## config.mk

```make
export PLATFORM = sky130hd
export DESIGN_NAME = paralelo_serie_tx
export DESIGN_NICKNAME = d
export VERILOG_FILES = /design/src/rtl/paralelo_serie_tx.sv
export SDC_FILE = /design/constraint.sdc
export NUM_CORES = 1
export LEC_CHECK = 0
export ABC_AREA = 1
export CAP_MARGIN = 10
export CORE_AREA = 2 2 39 41
export CTS_CLUSTER_SIZE = 14
export DETAILED_ROUTE_END_ITERATION = 8
export DIE_AREA = 0 0 41 43
export PLACE_DENSITY_LB_ADDON = 0.05
export SLEW_MARGIN = 10
export SYNTH_ARGS = -nofsm -noshare
export SYNTH_HDL_FRONTEND = slang
export SYNTH_SLANG_ARGS = --single-unit
```

## constraint.sdc

```tcl
create_clock -name clk_8f -period 2.8 [get_ports clk_8f]
set_clock_uncertainty 0.1 [all_clocks]
set_input_delay 0.42 -clock clk_8f [delete_from_list [all_inputs] [get_ports clk_8f]]
set_output_delay 0.42 -clock clk_8f [all_outputs]
set_load 0.05 [all_outputs]
```

## src/rtl/paralelo_serie_tx.sv

```systemverilog
// Parallel-to-serial PHY transmitter: one byte per 8 clk_8f cycles, MSB first, 0xBC comma when idle.
// Define PS_TX_SYNC_EN to send SYNC_BYTES commas after reset before the first byte slot opens.
`timescale 1ns/1ps

module paralelo_serie_tx #(
    parameter int SYNC_BYTES = 4
) (
    input  logic       clk_8f,
    input  logic       reset,
    input  logic [7:0] data_in,
    input  logic       valid_in,
    output logic       ready_out,
    output logic       data_out,
    output logic       frame_out,
    output logic       active_out
);

    localparam logic [7:0] COMMA     = 8'hBC;
    localparam logic [0:0] ST_SYNC   = 1'b0;
    localparam logic [0:0] ST_ACTIVE = 1'b1;
    // An illegal SYNC_BYTES of zero keeps the byte slot permanently closed
    localparam logic       CFG_OK    = (SYNC_BYTES >= 32'sd1);

    logic [2:0] cnt_r;
    logic [7:0] shreg_r;
    logic [0:0] st_r;
    logic       wrap_s;
    logic       take_s;

    // Byte-slot handshake and serial framing decode
    always_comb begin
        wrap_s    = (cnt_r == 3'd7);
        ready_out = wrap_s && (st_r == ST_ACTIVE) && CFG_OK;
        take_s    = ready_out && valid_in;
        frame_out = (cnt_r == 3'd0);
        data_out  = shreg_r[7];
    end

    // Bit counter, shift register and data/comma flag
    always_ff @(posedge clk_8f or negedge reset) begin
        if (!reset) begin
            cnt_r      <= 3'd0;
            shreg_r    <= COMMA;
            active_out <= 1'b0;
        end else begin
            cnt_r <= cnt_r + 3'd1;
            if (wrap_s) begin
                if (take_s) begin
                    shreg_r    <= data_in;
                    active_out <= 1'b1;
                end else begin
                    shreg_r    <= COMMA;
                    active_out <= 1'b0;
                end
            end else begin
                shreg_r <= {shreg_r[6:0], 1'b0};
            end
        end
    end

`ifdef PS_TX_SYNC_EN
    localparam int SCW = (SYNC_BYTES > 1) ? $clog2(SYNC_BYTES) : 1;
    localparam logic [SCW-1:0] SYNC_LAST = SCW'(SYNC_BYTES - 1);

    logic [SCW-1:0] sync_cnt_r;

    // Leave SYNC one edge before the last comma's cnt==7 cycle so ready lands on it
    always_ff @(posedge clk_8f or negedge reset) begin
        if (!reset) begin
            st_r       <= ST_SYNC;
            sync_cnt_r <= {SCW{1'b0}};
        end else begin
            case (st_r)
                ST_SYNC: begin
                    if (wrap_s) begin
                        sync_cnt_r <= sync_cnt_r + SCW'(1);
                    end else begin
                        sync_cnt_r <= sync_cnt_r;
                    end
                    if ((cnt_r == 3'd6) && (sync_cnt_r == SYNC_LAST)) begin
                        st_r <= ST_ACTIVE;
                    end else begin
                        st_r <= ST_SYNC;
                    end
                end
                ST_ACTIVE: begin
                    st_r <= ST_ACTIVE;
                end
                default: begin
                    st_r <= ST_SYNC;
                end
            endcase
        end
    end
`else
    // Without the sync phase the link is live straight out of reset
    always_ff @(posedge clk_8f or negedge reset) begin
        if (!reset) begin
            st_r <= ST_ACTIVE;
        end else begin
            st_r <= ST_ACTIVE;
        end
    end
`endif

endmodule

```

Word level (Yosys, flattened, before mapping)
Cells that the tools add are included.

storage, ports and cells
  register bits = 12
  bits of input ports = 11
  output and inout bits = 4
  word-level logic and storage cells = 10

operators by class
  $add $sub $neg = 1
  equality and inequality tests = 1
  muxes and demuxes = 3
  reductions and logical operators = 2

operator list
  kind                                         count
  two-way mux 8 bit                            2
  adder 3 x 1 -> 3 bit, second input constant  1
  == test 3 bit, second input constant         1
  zero test 3 bit                              1
  logical AND 1 bit                            1
  two-way mux 1 bit                            1

Longest topological paths before layout
  depth after elaboration = 4
  gate-level depth with buffers = 6
  gate-level depth less buffers = 5

Least setup slack after synthesis
No wires, ideal clock.

  kind = flip-flop to output port
  start point = register cnt_r[0]
  end point = output frame_out
  arrival = 1,230 ps
  slack = 1,050 ps
  stages on the path, launching flop included = 5
  buffers on the path = 0
  path through = dfrtp_1 inv_1 ha_1 inv_1 nor2_1

on the way
  cells in the longest elaborated chain, start to end = 1

ends and longest elaborated chain
  item                    RTL line  text
  from (decl)             24        logic [2:0] cnt_r;
  from (signal assigned)  46        cnt_r <= cnt_r + 3'd1;
  zero test 3 bit         35        frame_out = (cnt_r == 3'd0);
  to (decl)               14        output logic frame_out,

No other way between the ends.

Worst setup path after layout
  start point = register cnt_r[0]
  end point = output ready_out

on the way
  cells in the longest elaborated chain, start to end = 1

ends and longest elaborated chain
  item           RTL line  text
  == test 3 bit  32        wrap_s = (cnt_r == 3'd7);
  to (decl)      12        output logic ready_out,

No other way between the ends.

==> flow_metrics.tcl <==
set metrics [dict create \
    ir_drop_uv 261 \
    worst_setup_path_start_kind "flip-flop" \
    syn_avg_cell_area_um2 8.95 \
    drt-wirelength-per-cell_um 9.28 \
    grt_pass1_vias 353 \
    drive_gt1_share_pct 10.5 \
    cts_resized 0 \
    max_cap_violations 0 \
    synthCells 59 \
    tightest_slew_ns 0.506 \
    relSlewSlack_pct 66.2 \
    maxSlewViolCount 0 \
    finalCritPeriodShare_pct 84.7 \
    synth_cell_types 8 \
    antenna_left 0 \
    ios 15 \
    outcome "completed" \
    cp_data_arrival_time_ns 1.85 \
    syn2layout_area_growth_pct 33.2 \
    dr.pass1.iters 4 \
    place_congestion 0.667 \
    fill_cells 137 \
    path_cells "ha_1 > ha_1 > clkdlybuf4s50_1" \
    fmax_mhz 422 \
    finalSetupViolations 0 \
    cp-end-kind "output pin" \
    grt_max_degree 14 \
    fin_cells 92 \
    wirelength_um 854 \
    ys_seq_elements 12 \
    finalHoldViolCount 0 \
    yosys_warnings 0 \
    power.static_leakage_uw 0.000326 \
    synth_area_um2 528 \
    critPathRequiredTime_ns 2.28 \
    htree_levels 1 \
    antenna_found_initial 0 \
    rows 14 \
    worst-setup-path-type "reg -> out" \
    yosys-top-cells-area "dfrtp_1 33%, dfstp_2 25%, nor2_1 12%" \
    dpl.hpwl_um 596 \
    clk_path_buf_depth 2 \
    postCtsSetupBuffers 0 \
    initial_utilization_pct 38.2 \
    seq_area_um2 307 \
    synth_top_area_cell "dfrtp_1" \
    setup_tns_ns 0 \
    multi_input_area_um2 176 \
    yosysSeqAreaShare_pct 58.1 \
    die_area_um2 1760 \
    numCtsBuffers 3 \
    grt_pass1_wl_um 1440 \
    syn_nets 74 \
    die_h_um 43 \
    drc 0 \
    diodes 0 \
    clockRootBuffer "clkbuf_4" \
    yosysTopAreaCellShare_pct 33.2 \
    vias 386 \
    clkLatencyLatePin_ns 0.27 \
    placement.io_buffers 14 \
    overflow 0 \
    crit_fanout 4 \
    critical-path-max-stage-delay_ns 0.82 \
    tritoncts "yes" \
    cpMostUsedCell "ha_1" \
    dieWidth_um 41 \
    drt_iter0_drc 8 \
    slowest_stage "clkdlybuf4s50_1" \
    via_per_inst 4.20 \
    core_um2 1380 \
    clkTransAtPathRegs_ns 0.07 \
    rsz0062_at_grt "false" \
    min_period_ns 2.37 \
    cts_hold_buf 0 \
    num-nets-final 92 \
    clkSinkCount 12 \
    placedCellCount 88 \
    powerDensity_nw_per_um2 459 \
    grt_usage_pct 13.3 \
    hp-class "reg -> reg" \
]
through the flow:
| stage | instance area (um^2) | worst slack, ns | utilization (%) | power (uW) | hold WS [ns] |
|---|---|---|---|---|---|
| detailed placement | 677 | 0.726 | 48.9 | 218 | 0.346 |
| CTS | 703 | 0.418 | 50.8 | 330 | 0.357 |
| global route | 703 | 0.336 | 50.8 | 343 | 0.385 |
| global placement | 677 | 0.766 | 48.9 | 219 | 0.335 |
| floorplan | 528 | 1.05 | - | 197 | 0.0244 |
| finish | 703 | 0.430 | 50.8 | 323 | 0.357 |
power by group:
| part | internal (uW) | switching, uW |
|---|---|---|
| Sequential | 182 | 1.77 |
| Clock | 55.2 | 52.5 |
| Combinational | 17.3 | 14.0 |
| Total | 254 | 68.3 |
placed cells by master (no fill, tap or decap):
cell type / n
o21ai_0: 2
clkdlybuf4s50_1: 14
ha_1: 4
dfstp_2: 5
clkbuf_1: 1
clkbuf_4: 3
dfrtp_1: 7
nand2_1: 14
nor2_1: 17
inv_1: 9
synth_stat cells:
library cell  number
nor2_1            17
dfstp_2            5
ha_1               4
o21ai_0            2
nand2_1           14
buf_6              1
dfrtp_1            7
inv_1              9
critical path, delay by kind of cell, from the launching register on:
| family | cells | cell delay (ns) |
|---|---|---|
| adders and majority gates | 2 | 0.40 |
| DFF | 1 | 0.36 |
| buffers and inverters | 1 | 0.82 |
final timing paths:
kind	from	slack (ns)	to	cells after the start
max	cnt_r[0]$_DFF_PN0_	0.43	ready_out	3
min	cnt_r[0]$_DFF_PN0_	0.36	cnt_r[0]$_DFF_PN0_	1
max reg2reg	cnt_r[0]$_DFF_PN0_	1.31	shreg_r[1]$_DFF_PN0_	5
min reg2reg	cnt_r[0]$_DFF_PN0_	0.36	cnt_r[0]$_DFF_PN0_	1
max in group asynchronous	reset	1.86	shreg_r[7]$_DFF_PN1_	1
min in group asynchronous	reset	0.39	cnt_r[0]$_DFF_PN0_	1
layer usage:
layer	track usage, %	wire [um]	up-vias
met2	17.5	367	14
met3	9.42	89	0
met1	16.0	396	165
met4	6.00	0	0
met5	0	0	-
li1	-	-	207
area by class of cell:
cell class	instances	area share [%]
flip-flops and latches	12	43.6
multi-input cells	37	25.1
repair buffers	14	19.9
inverters	9	4.80
clock buffers	4	3.74
well taps	16	2.85
registers in the layout, indices dropped and copies added (netlist names):
signal	count
cnt_r	3
active_out	1
shreg_r	8
logic make-up after synthesis:
group / count (synthesis) / share of synthesized area (%)
compound gates: 2 / 1.90
fa+ha+maj: 4 / 9.48
buf+inv: 10 / 8.53
flops: 12 / 58.1
simple gates: 31 / 22.0
No activity file was read; power rests on OpenSTA's default activity.
